**config.mk**
```make
export PLATFORM = sky130hd
export DESIGN_NAME = snitch_ro_cache_line_splitter
export DESIGN_NICKNAME = d
export VERILOG_FILES = /design/src/rtl/snitch_ro_cache_line_splitter.sv
export SDC_FILE = /design/constraint.sdc
export NUM_CORES = 1
export LEC_CHECK = 0
export CORE_MARGIN = 2
export CORE_UTILIZATION = 38
export DETAILED_ROUTE_END_ITERATION = 16
export PLACE_DENSITY_LB_ADDON = 0.08
export SLEW_MARGIN = 20
export SYNTH_ARGS = -nofsm -noshare
export SYNTH_HDL_FRONTEND = slang
export SYNTH_SLANG_ARGS = --single-unit
```
**constraint.sdc**
```tcl
create_clock -name clk_i -period 3.3 [get_ports clk_i]
set_input_delay 0.495 -clock clk_i [delete_from_list [all_inputs] [get_ports clk_i]]
set_output_delay 0.495 -clock clk_i [all_outputs]
set_load 0.005 [all_outputs]
```
**src/rtl/snitch_ro_cache_line_splitter.sv**
```systemverilog
// ---------------------------------------------------------------------------
// snitch_ro_cache_line_splitter
//
// Upstream stage of the read-only cache request path. The block accepts
// cacheable AXI AR bursts (full-width, INCR or FIXED, non-atomic) and splits
// each burst into one lookup request per cache line touched. Every request
// carries the line-aligned address, the AXI ID, the first beat offset within
// the line, the number of beats served from that line, and a burst-last flag.
//
// Optional feature macro: SNITCH_RO_CACHE_LINE_SPLITTER_STATS_EN
//   When defined, two saturating 32-bit counters are exposed:
//   stat_bursts_o (AR handshakes) and stat_lines_o (line handshakes).
//
// Ports:
//   clk_i          clock
//   rst_ni         asynchronous reset, active low
//   ar_addr_i      burst start address
//   ar_id_i        burst ID
//   ar_len_i       AXI len (beats - 1)
//   ar_burst_i     AXI burst type (FIXED = 0, INCR = 1)
//   ar_valid_i     burst valid
//   ar_ready_o     burst accepted
//   line_addr_o    line-aligned request address (low LA bits zero)
//   line_id_o      ID of the owning burst
//   line_offset_o  first beat index within the line
//   line_beats_o   beats served from this line, 1..BPL
//   line_last_o    final request of the burst
//   line_valid_o   request valid
//   line_ready_i   request accepted
//   stat_bursts_o  (stats build only) accepted bursts, saturating
//   stat_lines_o   (stats build only) accepted line requests, saturating
// ---------------------------------------------------------------------------
module snitch_ro_cache_line_splitter #(
  parameter int unsigned AddrWidth = 48,
  parameter int unsigned IdWidth   = 4,
  parameter int unsigned DataWidth = 64,
  parameter int unsigned LineWidth = 256,
  localparam int unsigned Bpl      = LineWidth / DataWidth,
  localparam int unsigned Ow       = (Bpl > 1) ? $clog2(Bpl) : 1
) (
  input  logic                 clk_i,
  input  logic                 rst_ni,
  input  logic [AddrWidth-1:0] ar_addr_i,
  input  logic [IdWidth-1:0]   ar_id_i,
  input  logic [7:0]           ar_len_i,
  input  logic [1:0]           ar_burst_i,
  input  logic                 ar_valid_i,
  output logic                 ar_ready_o,
  output logic [AddrWidth-1:0] line_addr_o,
  output logic [IdWidth-1:0]   line_id_o,
  output logic [Ow-1:0]        line_offset_o,
  output logic [Ow:0]          line_beats_o,
  output logic                 line_last_o,
  output logic                 line_valid_o,
`ifdef SNITCH_RO_CACHE_LINE_SPLITTER_STATS_EN
  output logic [31:0]          stat_bursts_o,
  output logic [31:0]          stat_lines_o,
`endif
  input  logic                 line_ready_i
);

  localparam int unsigned Fa        = $clog2(DataWidth / 8);
  localparam int unsigned La        = $clog2(LineWidth / 8);
  localparam int unsigned LineBytes = LineWidth / 8;

  localparam logic [AddrWidth-1:0] LowMask   = AddrWidth'(LineBytes - 1);
  localparam logic [AddrWidth-1:0] LineStep  = AddrWidth'(LineBytes);
  localparam logic [Ow-1:0]        OffMask   = Ow'(Bpl - 1);
  localparam logic [Ow:0]          BplBeats  = (Ow + 1)'(Bpl);
  localparam logic [Ow:0]          OneBeat   = {{Ow{1'b0}}, 1'b1};
  localparam logic [1:0]           BurstFixed = 2'd0;

  typedef enum logic [0:0] {
    ST_IDLE  = 1'b0,
    ST_SPLIT = 1'b1
  } state_e;

  // Beat index of an address within its line. The mask makes the
  // single-beat-line case collapse to offset 0; bits below Fa are dropped.
  function automatic logic [Ow-1:0] beat_offset(input logic [AddrWidth-1:0] addr);
    logic [AddrWidth-1:0] shifted;
    shifted     = addr >> Fa;
    beat_offset = shifted[Ow-1:0] & OffMask;
  endfunction

  state_e               state_r;
  logic [AddrWidth-1:0] cur_addr_r;
  logic [8:0]           rem_r;
  logic [IdWidth-1:0]   id_r;
  logic                 fixed_r;

  state_e               nxt_state_s;
  logic [AddrWidth-1:0] nxt_addr_s;
  logic [8:0]           nxt_rem_s;
  logic [IdWidth-1:0]   nxt_id_s;
  logic                 nxt_fixed_s;
  logic                 nxt_valid_s;
  logic                 upd_s;

  logic [AddrWidth-1:0] req_addr_s;
  logic [Ow-1:0]        req_off_s;
  logic [Ow:0]          req_avail_s;
  logic [Ow:0]          req_beats_s;
  logic                 req_last_s;

  logic                 ar_hs_s;
  logic                 line_hs_s;

  // A new burst may enter when idle, or in the very cycle the final line
  // request of the current burst is handed over (zero-bubble chaining).
  assign ar_ready_o = (state_r == ST_IDLE) | (line_valid_o & line_ready_i & line_last_o);
  assign ar_hs_s    = ar_valid_i & ar_ready_o;
  assign line_hs_s  = line_valid_o & line_ready_i;

  // Next burst-tracking state: load a new burst, advance to the next line,
  // or return to idle after the final request.
  always_comb begin
    nxt_state_s = state_r;
    nxt_addr_s  = cur_addr_r;
    nxt_rem_s   = rem_r;
    nxt_id_s    = id_r;
    nxt_fixed_s = fixed_r;
    nxt_valid_s = line_valid_o;
    upd_s       = 1'b0;
    case (state_r)
      ST_IDLE: begin
        if (ar_hs_s) begin
          nxt_state_s = ST_SPLIT;
          nxt_addr_s  = ar_addr_i;
          nxt_rem_s   = {1'b0, ar_len_i} + 9'd1;
          nxt_id_s    = ar_id_i;
          nxt_fixed_s = (ar_burst_i == BurstFixed);
          nxt_valid_s = 1'b1;
          upd_s       = 1'b1;
        end else begin
          nxt_valid_s = 1'b0;
        end
      end
      ST_SPLIT: begin
        if (line_hs_s) begin
          if (line_last_o) begin
            if (ar_hs_s) begin
              nxt_addr_s  = ar_addr_i;
              nxt_rem_s   = {1'b0, ar_len_i} + 9'd1;
              nxt_id_s    = ar_id_i;
              nxt_fixed_s = (ar_burst_i == BurstFixed);
              nxt_valid_s = 1'b1;
              upd_s       = 1'b1;
            end else begin
              nxt_state_s = ST_IDLE;
              nxt_valid_s = 1'b0;
            end
          end else begin
            nxt_rem_s = rem_r - 9'(line_beats_o);
            // FIXED bursts revisit the same address; INCR moves to the
            // start of the following line (wrapping at the address top).
            if (fixed_r) begin
              nxt_addr_s = cur_addr_r;
            end else begin
              nxt_addr_s = line_addr_o + LineStep;
            end
            upd_s = 1'b1;
          end
        end else begin
          nxt_valid_s = 1'b1;
        end
      end
      default: begin
        nxt_state_s = ST_IDLE;
        nxt_valid_s = 1'b0;
      end
    endcase
  end

  // Request fields for the line that the next-state address points into.
  always_comb begin
    req_addr_s  = nxt_addr_s & ~LowMask;
    req_off_s   = beat_offset(nxt_addr_s);
    req_avail_s = BplBeats - {1'b0, req_off_s};
    if (nxt_fixed_s) begin
      req_beats_s = OneBeat;
    end else if (nxt_rem_s < 9'(req_avail_s)) begin
      req_beats_s = nxt_rem_s[Ow:0];
    end else begin
      req_beats_s = req_avail_s;
    end
    req_last_s = (9'(req_beats_s) == nxt_rem_s);
  end

  // Burst state and registered request outputs; outputs only change on a
  // load or an accepted non-final request, so a stalled request stays put.
  always_ff @(posedge clk_i or negedge rst_ni) begin
    if (!rst_ni) begin
      state_r       <= ST_IDLE;
      cur_addr_r    <= '0;
      rem_r         <= 9'd0;
      id_r          <= '0;
      fixed_r       <= 1'b0;
      line_valid_o  <= 1'b0;
      line_addr_o   <= '0;
      line_id_o     <= '0;
      line_offset_o <= '0;
      line_beats_o  <= '0;
      line_last_o   <= 1'b0;
    end else begin
      state_r      <= nxt_state_s;
      cur_addr_r   <= nxt_addr_s;
      rem_r        <= nxt_rem_s;
      id_r         <= nxt_id_s;
      fixed_r      <= nxt_fixed_s;
      line_valid_o <= nxt_valid_s;
      if (upd_s) begin
        line_addr_o   <= req_addr_s;
        line_id_o     <= nxt_id_s;
        line_offset_o <= req_off_s;
        line_beats_o  <= req_beats_s;
        line_last_o   <= req_last_s;
      end
    end
  end

`ifdef SNITCH_RO_CACHE_LINE_SPLITTER_STATS_EN
  // Saturating handshake counters for burst and line traffic.
  always_ff @(posedge clk_i or negedge rst_ni) begin
    if (!rst_ni) begin
      stat_bursts_o <= 32'h0000_0000;
      stat_lines_o  <= 32'h0000_0000;
    end else begin
      if (ar_hs_s && (stat_bursts_o != 32'hFFFF_FFFF)) begin
        stat_bursts_o <= stat_bursts_o + 32'd1;
      end
      if (line_hs_s && (stat_lines_o != 32'hFFFF_FFFF)) begin
        stat_lines_o <= stat_lines_o + 32'd1;
      end
    end
  end
`endif

endmodule

```
==> impl_metrics.json <==
{
  "clock_latency_ns": 0.42,
  "synth_async_sr_flop_share_pct": 100,
  "switchingPower_mw": 3.06,
  "ant_nets": 0,
  "combinationalPowerShare_pct": 42.9,
  "drv_cap": 0,
  "cts-root-buf": "clkbuf_16",
  "final_common_cell": "clkdlybuf4s50_1",
  "cts_tree": "yes",
  "p_per_area_mw_per_mm2": 953,
  "critPathMaxFanout": 6,
  "hold_viol": 0,
  "multi_input_area_sq_mm": 0.00317,
  "antenna_found_initial": 0,
  "yosysSeqAreaShare_pct": 45.6,
  "start_kind": "register",
  "finalCritPeriodShare_pct": 94.0,
  "p_int_mw": 4.89,
  "vias": 5738,
  "crit_required_ns": 3.59,
  "grt_max_degree": 76,
  "grt_pass1_wl_microns": 30800,
  "cts_hold_buf": 0,
  "area.growth.synth_to_final_pct": 33.5,
  "rows": 46,
  "status": "completed",
  "yosys_warnings": 0,
  "fin_util_pct": 52.2,
  "die_w_microns": 132,
  "drt_iter0_drc": 327,
  "ys_ff_latch": 114,
  "drive_above_1_share_pct": 11.2,
  "coreArea_sq_mm": 0.0160,
  "dieArea_sq_mm": 0.0175,
  "vias_per_cell": 5.64,
  "dr.pass1.iters": 5,
  "cts_resized": 0,
  "rsz0062_at_grt": "no",
  "num-fill-cells": 1476,
  "pwr-share-seq_pct": 34.1,
  "fin_nets": 863,
  "relSlewSlack_pct": 63.4,
  "final_cell_mix": "116 x clkdlybuf4s50_1, 114 x dfrtp_1, 101 x nand2_1",
  "wl_per_cell_microns": 18.4,
  "dp_cells": 985,
  "synthAdderAreaFrac_pct": 1.92,
  "tightest_slew_ns": 0.548,
  "syn_inst": 660,
  "drc": 0,
  "post_cts_buffers": 0,
  "clockBufferDepth": 2,
  "place.gp.congestion": 0.858,
  "dp_hpwl_microns": 12800,
  "num_antenna_cells": 0,
  "leakagePower_nw": 3.69,
  "die_height_microns": 132,
  "grt_use_total_pct": 22.2,
  "clk_pin_slew_ns": 0.06,
  "synth_area_per_cell_sq_um": 9.47,
  "synth_edf_count": 0,
  "grt_pass1_vias": 5788,
  "grt_overflow": 0,
  "hold_ws_ns": 0.0447,
  "finClkSkew_ns": 0.0136,
  "synthXorXnorAreaFrac_pct": 5.88,
  "fin_crit_ns": 3.10,
  "drv_slew": 0,
  "finalNonFillerCells": 1017,
  "power.share.clock_pct": 23.0,
  "crit_path_end_kind": "register",
  "min_path_type": "input pin to asynchronous set/reset pin",
  "htreeDepth": 4,
  "port_buffers": 117,
  "syn-cell-area_sq_mm": 0.00625,
  "ys.flop_type": "dfrtp_1",
  "initial_core_util_pct": 39.1,
  "synth_top_family_by_area": "compound AO/OA/AOI/OAI gates",
  "numCtsBuffers": 17,
  "critical_path_class": "register to register",
  "ys_types": 70,
  "finalSetupViolations": 0,
  "max_freq_mhz": 322,
  "p_sw_share_pct": 38.5,
  "synth-simple-area-share_pct": 19.1,
  "cts_sinks": 114,
  "synthMuxAreaShare_pct": 1.42,
  "wl_microns": 18700,
  "seq_area_sq_mm": 0.00285,
  "rrSetupSlack_ns": 0.20,
  "synth_compound_area_share_pct": 21.8,
  "ioPinCount": 126,
  "arrival_ns": 3.40,
  "peakVddDrop_uv": 504
}
## synth_stat cells, types with 7 or more instances
cell type  number  area share, %
a22oi_1        14            1.7
nor2_1         40            2.4
a221o_1        18            2.9
a21oi_1        24            1.9
a22o_1         11            1.5
and4_1         12            1.7
a21o_1         13            1.6
xor2_1         24            3.4
mux2_2          7            1.3
o21ai_0        38            3.0
nand4_1        15            1.5
nand2_1       101            6.1
xnor2_1        18            2.5
nand3_1        24            1.9
a211o_1        10            1.4
nor3_1         11           0.88
inv_1          19            1.1
clkbuf_1       25            1.5
ha_1            8            1.6
dfrtp_1       114             46
## state kept, by name (all words and copies together) (netlist names)
signal	count
line_valid_o	1
line_offset_o	2
line_last_o	1
line_id_o	4
cur_addr_r	45
line_beats_o	3
rem_r	9
id_r	4
line_addr_o	43
state_r	1
fixed_r	1
## layer usage
layer | share of wire, % | global-route usage (%) | wire length (microns) | up-vias
met5 | 0 | 0 | 0 | -
met4 | 1.2 | 6.33 | 222 | 0
met3 | 5.7 | 6.38 | 1070 | 22
met2 | 47 | 34.8 | 8750 | 173
met1 | 46 | 30.2 | 8660 | 2859
li1 | - | - | - | 2684
## cell type report
| cell class | instances | share of cell area, % |
|---|---|---|
| well taps | 216 | 3.24 |
| flip-flops and latches | 114 | 34.2 |
| repair buffers | 146 | 16.8 |
| inverters | 20 | 0.899 |
| clock buffers | 17 | 5.10 |
| multi-input cells | 489 | 37.9 |
| clock inverters | 15 | 1.90 |
## cell families (layout without fill, tap and decap cells)
logic type,Yosys count,count (layout)
buffers and inverters,61,198
AOI/OAI and AO/OA,182,182
other,1,5
muxes,8,8
adders and majority gates,9,9
DFF,114,114
and+or+nand+nor,243,243
xor gates and xnor gates,42,42
## metrics by stage
step / cell area (sq um) / TNS (ns) / power, mW / setup slack (ns)
2_1_floorplan: 6270 / 0 / 4.62 / 0.466
3_5_place_dp: 7760 / -0.178 / 6.12 / -0.0941
5_1_grt: 8350 / 0 / 8.53 / 0.0916
3_3_place_gp: 7760 / 0 / 5.99 / 0.0491
6_report: 8350 / 0 / 7.95 / 0.198
4_1_cts: 8350 / 0 / 7.98 / 0.272
## worst max-delay path, stage by stage (launching register included)
cell and delay [ns]:
dfrtp_1 0.36, inv_1 0.07, ha_1 0.15, inv_1 0.05, fa_1 0.42, a211oi_2 0.44, a21oi_1 0.12, nor3b_1 0.24
o22ai_1 0.16, or4_4 0.60, o2111ai_1 0.24, o211ai_1 0.12
## power by group through the flow
| stage | clock [mW] | sequential (mW) | combinational [mW] |
|---|---|---|---|
| 2_1_floorplan | 0 | 2.54 | 2.08 |
| 3_5_place_dp | 0 | 2.71 | 3.41 |
| 4_1_cts | 1.86 | 2.70 | 3.43 |
| 5_1_grt | 1.93 | 2.81 | 3.79 |
| 3_3_place_gp | 0 | 2.69 | 3.30 |
| 6_report | 1.83 | 2.71 | 3.41 |
## worst paths after layout
kind | from | end | depth (start not counted)
worst max-delay path | rem_r[0] | line_beats_o[2] | 11
worst min register to register | id_r[2] | id_r[2] | 2
worst min-delay path | rst_ni | rem_r[4] | 1
worst max register to register | rem_r[0] | line_beats_o[2] | 11
max in group asynchronous | rst_ni | line_addr_o[15] | 2
min in group clk_i | id_r[2] | id_r[2] | 2
Power figures use the tool's default switching activity.
